[config.mk]
export PLATFORM = sky130hd
export DESIGN_NAME = axis_fifo_param
export DESIGN_NICKNAME = d
export VERILOG_FILES = /design/src/rtl/axis_pkg.sv /design/src/rtl/axis_fifo_ram.sv /design/src/rtl/axis_fifo_param.sv
export SDC_FILE = /design/constraint.sdc
export NUM_CORES = 1
export LEC_CHECK = 0
export BUFFER_PORTS_ARGS = -buffer_cell sky130_fd_sc_hd__buf_2
export CAP_MARGIN = 20
export CELL_PAD_IN_SITES_DETAIL_PLACEMENT = 1
export CELL_PAD_IN_SITES_GLOBAL_PLACEMENT = 1
export CORE_ASPECT_RATIO = 2
export CORE_MARGIN = 1
export CORE_UTILIZATION = 40
export DETAILED_ROUTE_END_ITERATION = 10
export PLACE_DENSITY_LB_ADDON = 0.1
export SYNTH_ARGS = -nofsm -noshare
export SYNTH_HDL_FRONTEND = slang
export SYNTH_SLANG_ARGS = --single-unit
[constraint.sdc]
create_clock -name clock -period 4.1 [get_ports clock]
set_input_delay 1.025 -clock clock [delete_from_list [all_inputs] [get_ports clock]]
set_output_delay 1.025 -clock clock [all_outputs]
set_load 0.02 [all_outputs]
[src/rtl/axis_pkg.sv]
// Shared AXI-stream helpers: ceiling log2 for sizing and handshake constants.
package axis_pkg;

    // Handshake levels for valid/ready signals.
    localparam logic AXIS_HS_ACTIVE = 1'b1;
    localparam logic AXIS_HS_IDLE   = 1'b0;

    // Ceiling log2. A bounded loop keeps it usable as an elaboration-time constant.
    function automatic int clog2(input int n);
        int r;
        r = 0;
        for (int i = 0; i < 31; i++) begin
            if ((1 << i) < n) r = i + 1;
        end
        return r;
    endfunction

    // A beat transfers on an edge when both sides hold the handshake active.
    function automatic logic axis_fire(input logic valid, input logic ready);
        return (valid == AXIS_HS_ACTIVE) && (ready == AXIS_HS_ACTIVE);
    endfunction

endpackage

[src/rtl/axis_fifo_ram.sv]
// Storage behind the output register: registered write, asynchronous read.
// Contents are never reset; occupancy tracking lives in the parent.
module axis_fifo_ram #(
    parameter int WIDTH = 8,
    parameter int WORDS = 6,
    parameter int AW    = 3
) (
    input  logic             i_clk,
    input  logic             i_we,
    input  logic [AW-1:0]    i_waddr,
    input  logic [WIDTH-1:0] i_wdata,
    input  logic [AW-1:0]    i_raddr,
    output logic [WIDTH-1:0] o_rdata
);

    logic [WIDTH-1:0] r_mem [WORDS];

    // Write port: one word per edge when enabled.
    always_ff @(posedge i_clk) begin
        if (i_we) r_mem[i_waddr] <= i_wdata;
    end

    assign o_rdata = r_mem[i_raddr];

endmodule

[src/rtl/axis_fifo_param.sv]
// AXI-stream FIFO: DEPTH-1 words of RAM feeding a registered output stage,
// so total capacity is DEPTH and every output is driven from flops.
module axis_fifo_param
    import axis_pkg::*;
#(
    parameter  int WIDTH  = 8,
    parameter  int DEPTH  = 7,
    parameter  int AFULL  = DEPTH - 1,
    parameter  int AEMPTY = 1,
    localparam int CW     = clog2(DEPTH + 1)
) (
    input  logic             clock,
    input  logic             resetn,
    input  logic             flush,
    input  logic [WIDTH-1:0] idata,
    input  logic             ivalid,
    output logic             iready,
    output logic [WIDTH-1:0] odata,
    output logic             ovalid,
    input  logic             oready,
    output logic [CW-1:0]    size,
    output logic             almost_full,
    output logic             almost_empty
);

    localparam int RAMW = DEPTH - 1;
    localparam int AW   = (clog2(RAMW) < 1) ? 1 : clog2(RAMW);

    logic [AW-1:0]    r_wptr, r_rptr;
    logic [CW-1:0]    r_size;
    logic             r_ovalid;
    logic             r_iready;
    logic [WIDTH-1:0] r_odata;

    logic             w_push, w_pop, w_ram_empty, w_load, w_ram_wr, w_ram_rd;
    logic [CW-1:0]    w_size_nxt;
    logic [WIDTH-1:0] w_ram_rdata;
    logic [AW-1:0]    w_wptr_inc, w_rptr_inc;

    assign w_push = axis_fire(ivalid, r_iready) & ~flush;
    assign w_pop  = axis_fire(r_ovalid, oready) & ~flush;

    // The output register is always filled before the RAM holds anything,
    // so RAM occupancy is size minus the output-stage valid bit.
    assign w_ram_empty = (r_size == CW'(r_ovalid));
    assign w_load      = ~r_ovalid | w_pop;
    assign w_ram_rd    = w_load & ~w_ram_empty;
    // A push into an empty pipe goes straight to the output register.
    assign w_ram_wr    = w_push & ~(w_load & w_ram_empty);

    assign w_size_nxt = r_size + CW'(w_push) - CW'(w_pop);

    // Pointers wrap at the RAM word count, which need not be a power of two.
    assign w_wptr_inc = (r_wptr == AW'(RAMW - 1)) ? '0 : r_wptr + AW'(1);
    assign w_rptr_inc = (r_rptr == AW'(RAMW - 1)) ? '0 : r_rptr + AW'(1);

    axis_fifo_ram #(
        .WIDTH (WIDTH),
        .WORDS (RAMW),
        .AW    (AW)
    ) u_ram (
        .i_clk   (clock),
        .i_we    (w_ram_wr),
        .i_waddr (r_wptr),
        .i_wdata (idata),
        .i_raddr (r_rptr),
        .o_rdata (w_ram_rdata)
    );

    // Pointers, occupancy, registered ready and the output stage.
    always_ff @(posedge clock or negedge resetn) begin
        if (!resetn) begin
            r_wptr   <= '0;
            r_rptr   <= '0;
            r_size   <= '0;
            r_ovalid <= 1'b0;
            r_iready <= 1'b0;
            r_odata  <= '0;
        end else if (flush) begin
            r_wptr   <= '0;
            r_rptr   <= '0;
            r_size   <= '0;
            r_ovalid <= 1'b0;
            r_iready <= 1'b1;
        end else begin
            r_size   <= w_size_nxt;
            r_iready <= (w_size_nxt < CW'(DEPTH));
            if (w_ram_wr) r_wptr <= w_wptr_inc;
            if (w_ram_rd) r_rptr <= w_rptr_inc;
            if (w_load) begin
                if (!w_ram_empty) begin
                    r_ovalid <= 1'b1;
                    r_odata  <= w_ram_rdata;
                end else if (w_push) begin
                    r_ovalid <= 1'b1;
                    r_odata  <= idata;
                end else begin
                    r_ovalid <= 1'b0;
                end
            end
        end
    end

    assign iready       = r_iready;
    assign ovalid       = r_ovalid;
    assign odata        = r_odata;
    assign size         = r_size;
    assign almost_full  = (r_size >= CW'(AFULL));
    assign almost_empty = (r_size <= CW'(AEMPTY));

endmodule

After elaboration in Yosys (flattened, before gate mapping)
Memories as Yosys holds them, arrays and structs flattened.
Cells that the tools add are included.
{"block": "word_totals", "reg_bits": 19, "ram_bits": 48, "out_inout_bits": 15, "elab_cells": 50, "mem_count": 1}
{"memory": "u_ram.r_mem", "depth": 6, "width": 8, "read_ports": 1, "rd_ports_with_merged_regs": 0, "wr": 1, "line": "axis_fifo_ram.sv:16", "source": "logic [WIDTH-1:0] r_mem [WORDS];"}
{"block": "classes", "n_addsub": 4, "magnitude_cmp": 3, "n_eq_ne": 4, "mux": 16, "bitwise": 10, "n_reduce_logical": 6}
{"cell": "3-bit two-way mux", "n": 7}
{"cell": "8-bit two-way mux", "n": 2}
{"cell": "1-bit two-way mux", "n": 7}
{"cell": "3-bit by 1-bit adder with 3-bit output, second input constant", "n": 2}
{"cell": "3-bit equality test, second input constant", "n": 2}
{"cell": "2-bit nonzero test", "n": 3}
{"cell": "1-bit AND", "n": 5}
{"cell": "1-bit inverter", "n": 4}
{"cell": "3-bit by 1-bit adder with 3-bit output", "n": 1}
{"cell": "3-bit by 1-bit equality test with 1-bit output", "n": 1}
{"cell": "3-bit >= comparator, second input constant", "n": 1}
{"cell": "3-bit by 1-bit <= comparator with 1-bit output, second input constant", "n": 1}
{"cell": "3-bit less-than comparator, second input constant", "n": 1}
{"cell": "3-bit AND reduction", "n": 1}
{"cell": "3-bit by 1-bit subtractor with 3-bit output", "n": 1}
{"cell": "1-bit logical AND", "n": 2}
{"cell": "2-bit inequality test, second input constant", "n": 1}
{"cell": "1-bit OR", "n": 1}

Depth between registers and ports, before layout
Gate-level depths: netlist of run 1.
{"block": "logic_depth", "word_depth": 8, "ltp_mapped": 9}

Modules after synthesis
From an unflattened synthesis of run 1, not the netlist that was laid out.
{"block": "unflattened", "hier_cells": 210, "area_unflattened_um2": 2925.3}
{"module": "axis_fifo_ram", "instances": 1, "cells_each": 105, "area_per_inst_um2": 1918.1}
{"module": "axis_fifo_param", "instances": 1, "cells_each": 105, "area_per_inst_um2": 1007.2}

Least setup slack after synthesis of run 1
Ideal clock, no wire load.
{"block": "synth_timing", "path_kind": "input-to-reg", "startpoint": "input port ivalid", "endpoint": "memory u_ram.r_mem[1][0] (enable)", "arrival_time_ns": 2.272, "slack_ns": 1.430, "path_stages": 3, "path_buffers": 0, "cell_sequence": "and2_1 -> o2111ai_2 -> nor4_1"}
{"block": "synth_between", "elab_chain_cells": 5}
{"element": "start: declaration", "line": "axis_fifo_param.sv:16", "source": "input logic ivalid,"}
{"element": "1-bit logical AND", "line": "axis_pkg.sv:20", "source": "return (valid == AXIS_HS_ACTIVE) && (ready == AXIS_HS_ACTIVE);"}
{"element": "1-bit AND", "line": "axis_fifo_param.sv:40", "source": "assign w_push = axis_fire(ivalid, r_iready) & ~flush;"}
{"element": "1-bit AND", "line": "axis_fifo_param.sv:49", "source": "assign w_ram_wr = w_push & ~(w_load & w_ram_empty);"}
{"element": "1-bit two-way mux", "line": "axis_fifo_ram.sv:20", "source": "if (i_we) r_mem[i_waddr] <= i_wdata;"}
{"element": "1-bit two-way mux (implied by the code)", "line": "axis_fifo_ram.sv:20"}
{"element": "end: declaration", "line": "axis_fifo_ram.sv:16"}
No other way between the ends.

Final worst setup path of run 1
{"block": "layout_timing", "startpoint": "input port flush", "endpoint": "register r_size[2], in the netlist size[2]"}
{"block": "layout_between", "elab_chain_cells": 5}
{"element": "start: declaration", "line": "axis_fifo_param.sv:14", "source": "input logic flush,"}
{"element": "1-bit inverter (no line)"}
{"element": "1-bit AND", "line": "axis_fifo_param.sv:40"}
{"element": "3-bit by 1-bit adder with 3-bit output", "line": "axis_fifo_param.sv:51", "source": "assign w_size_nxt = r_size + CW'(w_push) - CW'(w_pop);"}
{"element": "3-bit by 1-bit subtractor with 3-bit output", "line": "axis_fifo_param.sv:51"}
{"element": "3-bit two-way mux (*)", "line": "axis_fifo_param.sv:79", "source": "end else if (flush) begin"}
{"element": "end signal: assignment", "line": "axis_fifo_param.sv:86", "source": "r_size <= w_size_nxt;"}
{"element": "end: declaration", "line": "axis_fifo_param.sv:30", "source": "logic [CW-1:0] r_size;"}
Mark *: on every way between the ends. The rest lies on a longest branch, timed or not.
A chain may end at the register's enable or synchronous reset.

==> reports/results.txt, run 1 <==
P_sw: 0.6671 mW
Core Area: 6994 sq um
GRT Total Usage: 19.55%
share of the yosys chip area belonging to registers: 65.30%
r2r endpoint: odata[1]$_DFFE_PN0P_
die area: 7706 sq um
Starting Density: 41.97%
RePlAce Congestion: 0.7575
initial antenna violation count: 0
Synth Net Count: 218
Clk Tree Root Cell: clkbuf_16
largest net degree at the start of global routing: 20
sequential power share: 42.0%
Final #Nets: 254
Avg Inst Size Synth: 14.68 sq um
Max Cap Viol: 0
flops & latches, synth: 67
Worst setup startpoint: flush
crit path kind: input pin to register
CP startpoint kind: input pin
worst-skew pair later-pin latency: 320 ps
DR WL/cell: 19.87 um
commonest non-fill, non-tap cell in the layout: edfxtp_1
Port Buffers: 27
Worst Setup End Kind: register
initial DRC count: 60
Critical Path Sink: size[2]$_DFF_PN0_
Die Wd: 62.58 um
Die Span Y: 123.1 um
Worst Hold Class: register to register
clock slew at reported path FFs: 50 ps
Pwr Density: 614.8 nW/um^2
final antenna-violating net count: 0
antenna fix cells: 0
Least-Margin Pin Slew: 955.4 ps
most frequent cells in the layout: edfxtp_1, buf_2, dfrtp_1, nor2_1, mux2i_1
unrepaired setup endpoints after global routing: no
library cells used by synthesis: 42
Area Overhead vs Synth: 17.22%
worst-path cell chain: buf_2 -> nand3b_1 -> inv_1 -> ha_1 -> inv_1 -> ha_1 -> inv_1 -> fa_1 -> xor2_1 -> and2_1
Final Hold Fails: 0
post-CTS setup buffer count: 0
Final period util: 62.19%
TritonRoute pass-1 iters: 4
# H-tree levels: 3
min cycle time layout: 2550 ps
crit path DAT: 2760 ps
# hold bufs at CTS: 0
most common cell type on the critical path: inv_1
# fillers: 740
CP max-delay cell: fa_1
outcome: finished, final reports clean
TritonCTS clock tree: done
final slew viol count: 0
R2R Path Start: r_rptr[1]$_DFFE_PN0P_
cell area after synthesis: 2935 sq um
CTS sink cnt: 67
row count: 43
static leakage: 1.266 nW
vias in the first global route: 1913
CTS Buffer Depth: 2
crit path max fanout: 16
Worst Path Required: 4310 ps
worst r2r path cells: 4
Congestion Overflow GR: 0
DRC Markers: 0
Setup TNS Final: 0 ps
WL final: 6576 um
biggest cell delay along the critical path: 360 ps
Pwr Total: 2.115 mW
worst clock skew: 7.160 ps
Mapped Cells: 200
Pint: 1.448 mW
global-route wire length before repair: 10580 um
CTS Buf Count: 9
synth warn: 0
part of the power in the clock network: 32.1%
Sw Ratio: 31.54%
post_cts resized: 0
layout cells sized above 1: 27.39%
vias per cell: 5.248
Max VDD drop: 0.2959 mV
HPWL after detailed placement: 4766 um
reg-to-reg slack, setup: 1710 ps
Highest Clock Rate: 392.2 MHz
Final setup viols: 0
total number of vias: 1737
logic gate share of total power: 25.9%
IO Count: 28
slew margin rel.: 36.30%
## logic make-up after synthesis
logic type	after synthesis	synth area share, %
AOI/OAI and AO/OA	26	8.099
adders and majority gates	5	2.387
and+or+nand+nor	58	9.931
buffers and inverters	15	2.771
DFF	67	65.30
xor gates and xnor gates	4	1.450
muxes	25	10.06
## synth_stat cells, drive strengths merged
cell type / number / share of area (%)
edfxtp: 48 / 49
dfrtp: 19 / 16
nor2: 18 / 2.3
mux2i: 16 / 5.5
nand2: 13 / 1.7
inv: 8 / 1.0
nand3: 7 / 1.2
a31oi: 6 / 1.9
mux2: 6 / 2.3
a22oi: 5 / 1.3
buf: 5 / 1.5
a21oi: 4 / 0.68
ha: 4 / 1.7
nand2b: 4 / 0.85
and2: 3 / 0.68
mux4: 3 / 2.3
nor2b: 3 / 0.72
o22ai: 3 / 0.64
xnor2: 3 / 1.2
a31o: 2 / 0.60
clkbuf: 2 / 0.26
nand3b: 2 / 0.51
nor3: 2 / 0.51
nor4: 2 / 0.43
or4: 2 / 0.51
a2111oi: 1 / 0.51
a211o: 1 / 0.30
a221oi: 1 / 0.51
a311oi: 1 / 0.90
fa: 1 / 0.68
o2111ai: 1 / 0.51
o211ai: 1 / 0.26
or2b: 1 / 0.26
or3b: 1 / 0.30
xor2: 1 / 0.30
## flip-flops by register name (all words and copies together), names as in the netlist
signal and flops:
r_rptr 3, odata 8, u_ram.r_mem 48, r_wptr 3, ovalid 1, size 3, iready 1
## stage by stage
step	worst slack [ps]	cells	hold WS [ps]	area, sq um	util, %
3_5_place_dp	1184	315	525.0	3176	45.40
3_3_place_gp	1219	315	515.1	3176	45.40
5_1_grt	1371	331	578.1	3441	49.20
4_1_cts	1541	331	537.3	3441	49.20
6_report	1550	331	536.5	3441	49.20
2_1_floorplan	1430	200	565.4	2935	-
## power by group through the flow
stage / logic, mW / clock network, mW / registers (mW)
detailed placement: 0.558 / 0 / 0.902
floorplan: 0.379 / 0 / 0.913
finish: 0.547 / 0.679 / 0.889
global route: 0.600 / 0.724 / 0.903
global placement: 0.547 / 0 / 0.896
CTS: 0.560 / 0.701 / 0.890
## how the worst min path moves through the flow
stage / startpoint / cells past startpoint / end / slack (ps)
2_1_floorplan: r_wptr[1]$_DFFE_PN0P_ / 1 / r_wptr[1]$_DFFE_PN0P_ / 570
3_3_place_gp: odata[0]$_DFFE_PN0P_ / 2 / odata[0]$_DFFE_PN0P_ / 520
3_5_place_dp: odata[0]$_DFFE_PN0P_ / 2 / odata[0]$_DFFE_PN0P_ / 530
4_1_cts: odata[0]$_DFFE_PN0P_ / 2 / odata[0]$_DFFE_PN0P_ / 540
5_1_grt: odata[5]$_DFFE_PN0P_ / 2 / odata[5]$_DFFE_PN0P_ / 580
6_report: odata[0]$_DFFE_PN0P_ / 2 / odata[0]$_DFFE_PN0P_ / 540
## metal layers
layer  global-route usage, %  routed length, um
met4                   9.593                102
met5                       0                  0
met1                   20.67               2460
met2                   36.68               3869
met3                   3.506                143
## critical path: cells and delay by family
kind / cells / cell delay, ps
xor+xnor: 1 / 160
simple gates: 2 / 370
buf+inv: 4 / 440
fa+ha+maj: 3 / 760
## final cells by class
class / instances / area [sq um] / share of cell area [%]
sequential: 67 / 1917 / 55.71
multi-input combinational: 118 / 943.4 / 27.42
clock buffer: 13 / 250.2 / 7.273
timing repair buffer: 32 / 172.7 / 5.018
tap: 90 / 112.6 / 3.273
inverter: 8 / 30.03 / 0.8727
clock inverter: 3 / 15.01 / 0.4364
Power figures use the tool's default switching activity.
==> run 2: changes to the inputs <==
Clock period 4.1 ns to 2.6 ns, I/O delays scaled along.
==> run 2 against run 1 <==
Net effect: global-route usage down 0.13 points; sequential power up 53%; non-clock buffer count up 6; critical endpoint is now u_ram.r_mem[2][5]$_DFFE_PP_.
==> reports/results.txt, run 2 (synthesis results as in run 1) <==
DR WL/cell: 19.88 um (about the same)
most frequent cells in the layout: edfxtp_1, buf_2, dfrtp_1, nor2_1, mux2i_1
vias per cell: 5.182 (-1.3%)
RePlAce Congestion: 0.7666 (+1.2%)
R2R Path Start: ovalid$_DFFE_PN0P_
Core Area: 6994 sq um (unchanged)
CTS Buf Count: 9 (unchanged)
TritonCTS clock tree: done
Clk Tree Root Cell: clkbuf_16
max FFs per register: 48 (unchanged)
Worst Slack Setup Final: 389.7 ps (-1160 ps)
min cycle time layout: 2210 ps
pre-CTS WS: 144.6 ps (-1040 ps)
worst-skew pair later-pin latency: 320 ps (about the same)
crit path kind: register to register
layout cells sized above 1: 28.46% (+1.1 points)
Die Span Y: 123.1 um (unchanged)
Worst Setup End Kind: register
final antenna-violating net count: 0 (unchanged)
WL final: 6679 um (+1.6%)
final slew viol count: 0 (unchanged)
# hold bufs at CTS: 0 (unchanged)
Final Hold Fails: 0 (unchanged)
worst clock skew: 4.046 ps (-3.115 ps)
Highest Clock Rate: 452.4 MHz
Final #Nets: 260 (+2.4%)
vias in the first global route: 1972 (+3.1%)
Area Overhead vs Synth: 18.24%
Pwr Total: 3.323 mW (+57%)
initial DRC count: 83 (+38%)
Setup TNS Final: 0 ps (unchanged)
die area: 7706 sq um (unchanged)
DRC Markers: 0 (unchanged)
biggest cell delay along the critical path: 580 ps (+220 ps)
worst-path cell chain: xnor2_2 -> and2_2 -> a211o_1 -> nor2_1
Worst Path Required: 2550 ps (-1760 ps)
GRT Total Usage: 19.42% (-0.13 points)
Pwr Density: 957.5 nW/um^2 (+56%)
Least-Margin Pin Slew: 719.5 ps (-235.9 ps)
Port Buffers: 27 (unchanged)
global-route wire length before repair: 10470 um (-0.97%)
Worst setup startpoint: ovalid$_DFFE_PN0P_
initial antenna violation count: 0 (unchanged)
CP max-delay cell: nor2_1
crit path max fanout: 8 (-8)
Congestion Overflow GR: 0 (unchanged)
post_cts resized: 0 (unchanged)
CTS Buffer Depth: 2 (unchanged)
outcome: finished, final reports clean
Die Wd: 62.58 um (unchanged)
crit path DAT: 2160 ps (-600 ps)
# H-tree levels: 3 (unchanged)
total number of vias: 1741 (+0.23%)
clock slew at reported path FFs: 50 ps (about the same)
CP startpoint kind: register
Final setup viols: 0 (unchanged)
Max VDD drop: 0.4337 mV (+47%)
antenna fix cells: 0 (unchanged)
TritonRoute pass-1 iters: 4 (unchanged)
CTS sink cnt: 67 (unchanged)
slew margin rel.: 51.86% (+16 points)
Starting Density: 41.97% (unchanged)
Max Cap Viol: 0 (unchanged)
unrepaired setup endpoints after global routing: no
Final period util: 85.01%
most flop-heavy register: u_ram.r_mem
static leakage: 1.288 nW (+1.7%)
IO Count: 28 (unchanged)
Util after Layout: 49.62% (+0.43 points)
largest net degree at the start of global routing: 20 (unchanged)
commonest non-fill, non-tap cell in the layout: edfxtp_1
HPWL after detailed placement: 4959 um (+4.1%)
post-CTS setup buffer count: 0 (unchanged)
Worst Hold Class: input pin to asynchronous set/reset pin
row count: 43 (unchanged)
[run 2: cell types whose count changed in the layout (fill, tap and decap cells not counted), sizes merged]
cell and delta:
buf +6, clkbuf -3, clkinv +2
[run 2: final timing paths]
path,end,slack (ps),depth (start not counted)
max,u_ram.r_mem[2][5]$_DFFE_PP_,390,4
min,r_wptr[1]$_DFFE_PN0P_,290,1
max reg2reg,u_ram.r_mem[2][5]$_DFFE_PP_,390,4
min reg2reg,odata[0]$_DFFE_PN0P_,520,2
max in group asynchronous,odata[0]$_DFFE_PN0P_,1960,1
min in group clock,odata[0]$_DFFE_PN0P_,520,2
[run 2: metrics by stage]
stage | area [sq um] | hold WS, ps | std cells
2_1_floorplan | 2935 | 354.4 | 200
5_1_grt | 3471 | 326.6 | 336
4_1_cts | 3471 | 306.8 | 336
3_3_place_gp | 3221 | 511.6 | 321
3_5_place_dp | 3221 | 522.4 | 321
6_report | 3471 | 293.7 | 336
[run 2: power breakdown]
| part | switching, mW | internal, mW | leakage, nW |
|---|---|---|---|
| clock | 0.400 | 0.625 | 0.125 |
| sequential | 0.0937 | 1.27 | 0.664 |
| combinational | 0.560 | 0.378 | 0.500 |
| total | 1.05 | 2.27 | 1.29 |
[run 2: layout make-up]
type / instances / area [sq um]
fill: 729 / 3523
sequential: 67 / 1917
multi-input combinational: 118 / 943.4
clock buffer: 10 / 229.0
timing repair buffer: 38 / 217.7
tap: 90 / 112.6
inverter: 8 / 30.03
clock inverter: 5 / 21.27
[run 2: worst max-delay path: cells and delay by family, from the launching register on]
family | cells | cell delay [ps]
DFF | 1 | 470
and+or+nand+nor | 2 | 820
xor gates and xnor gates | 1 | 250
AOI/OAI and AO/OA | 1 | 300
[run 2: metal layers]
layer	up-vias	routed length [um]	track usage [%]
met2	32	4001	37.64
li1	832	-	-
met5	-	0	0
met4	0	162	10.32
met1	864	2333	18.44
met3	13	181	4.520
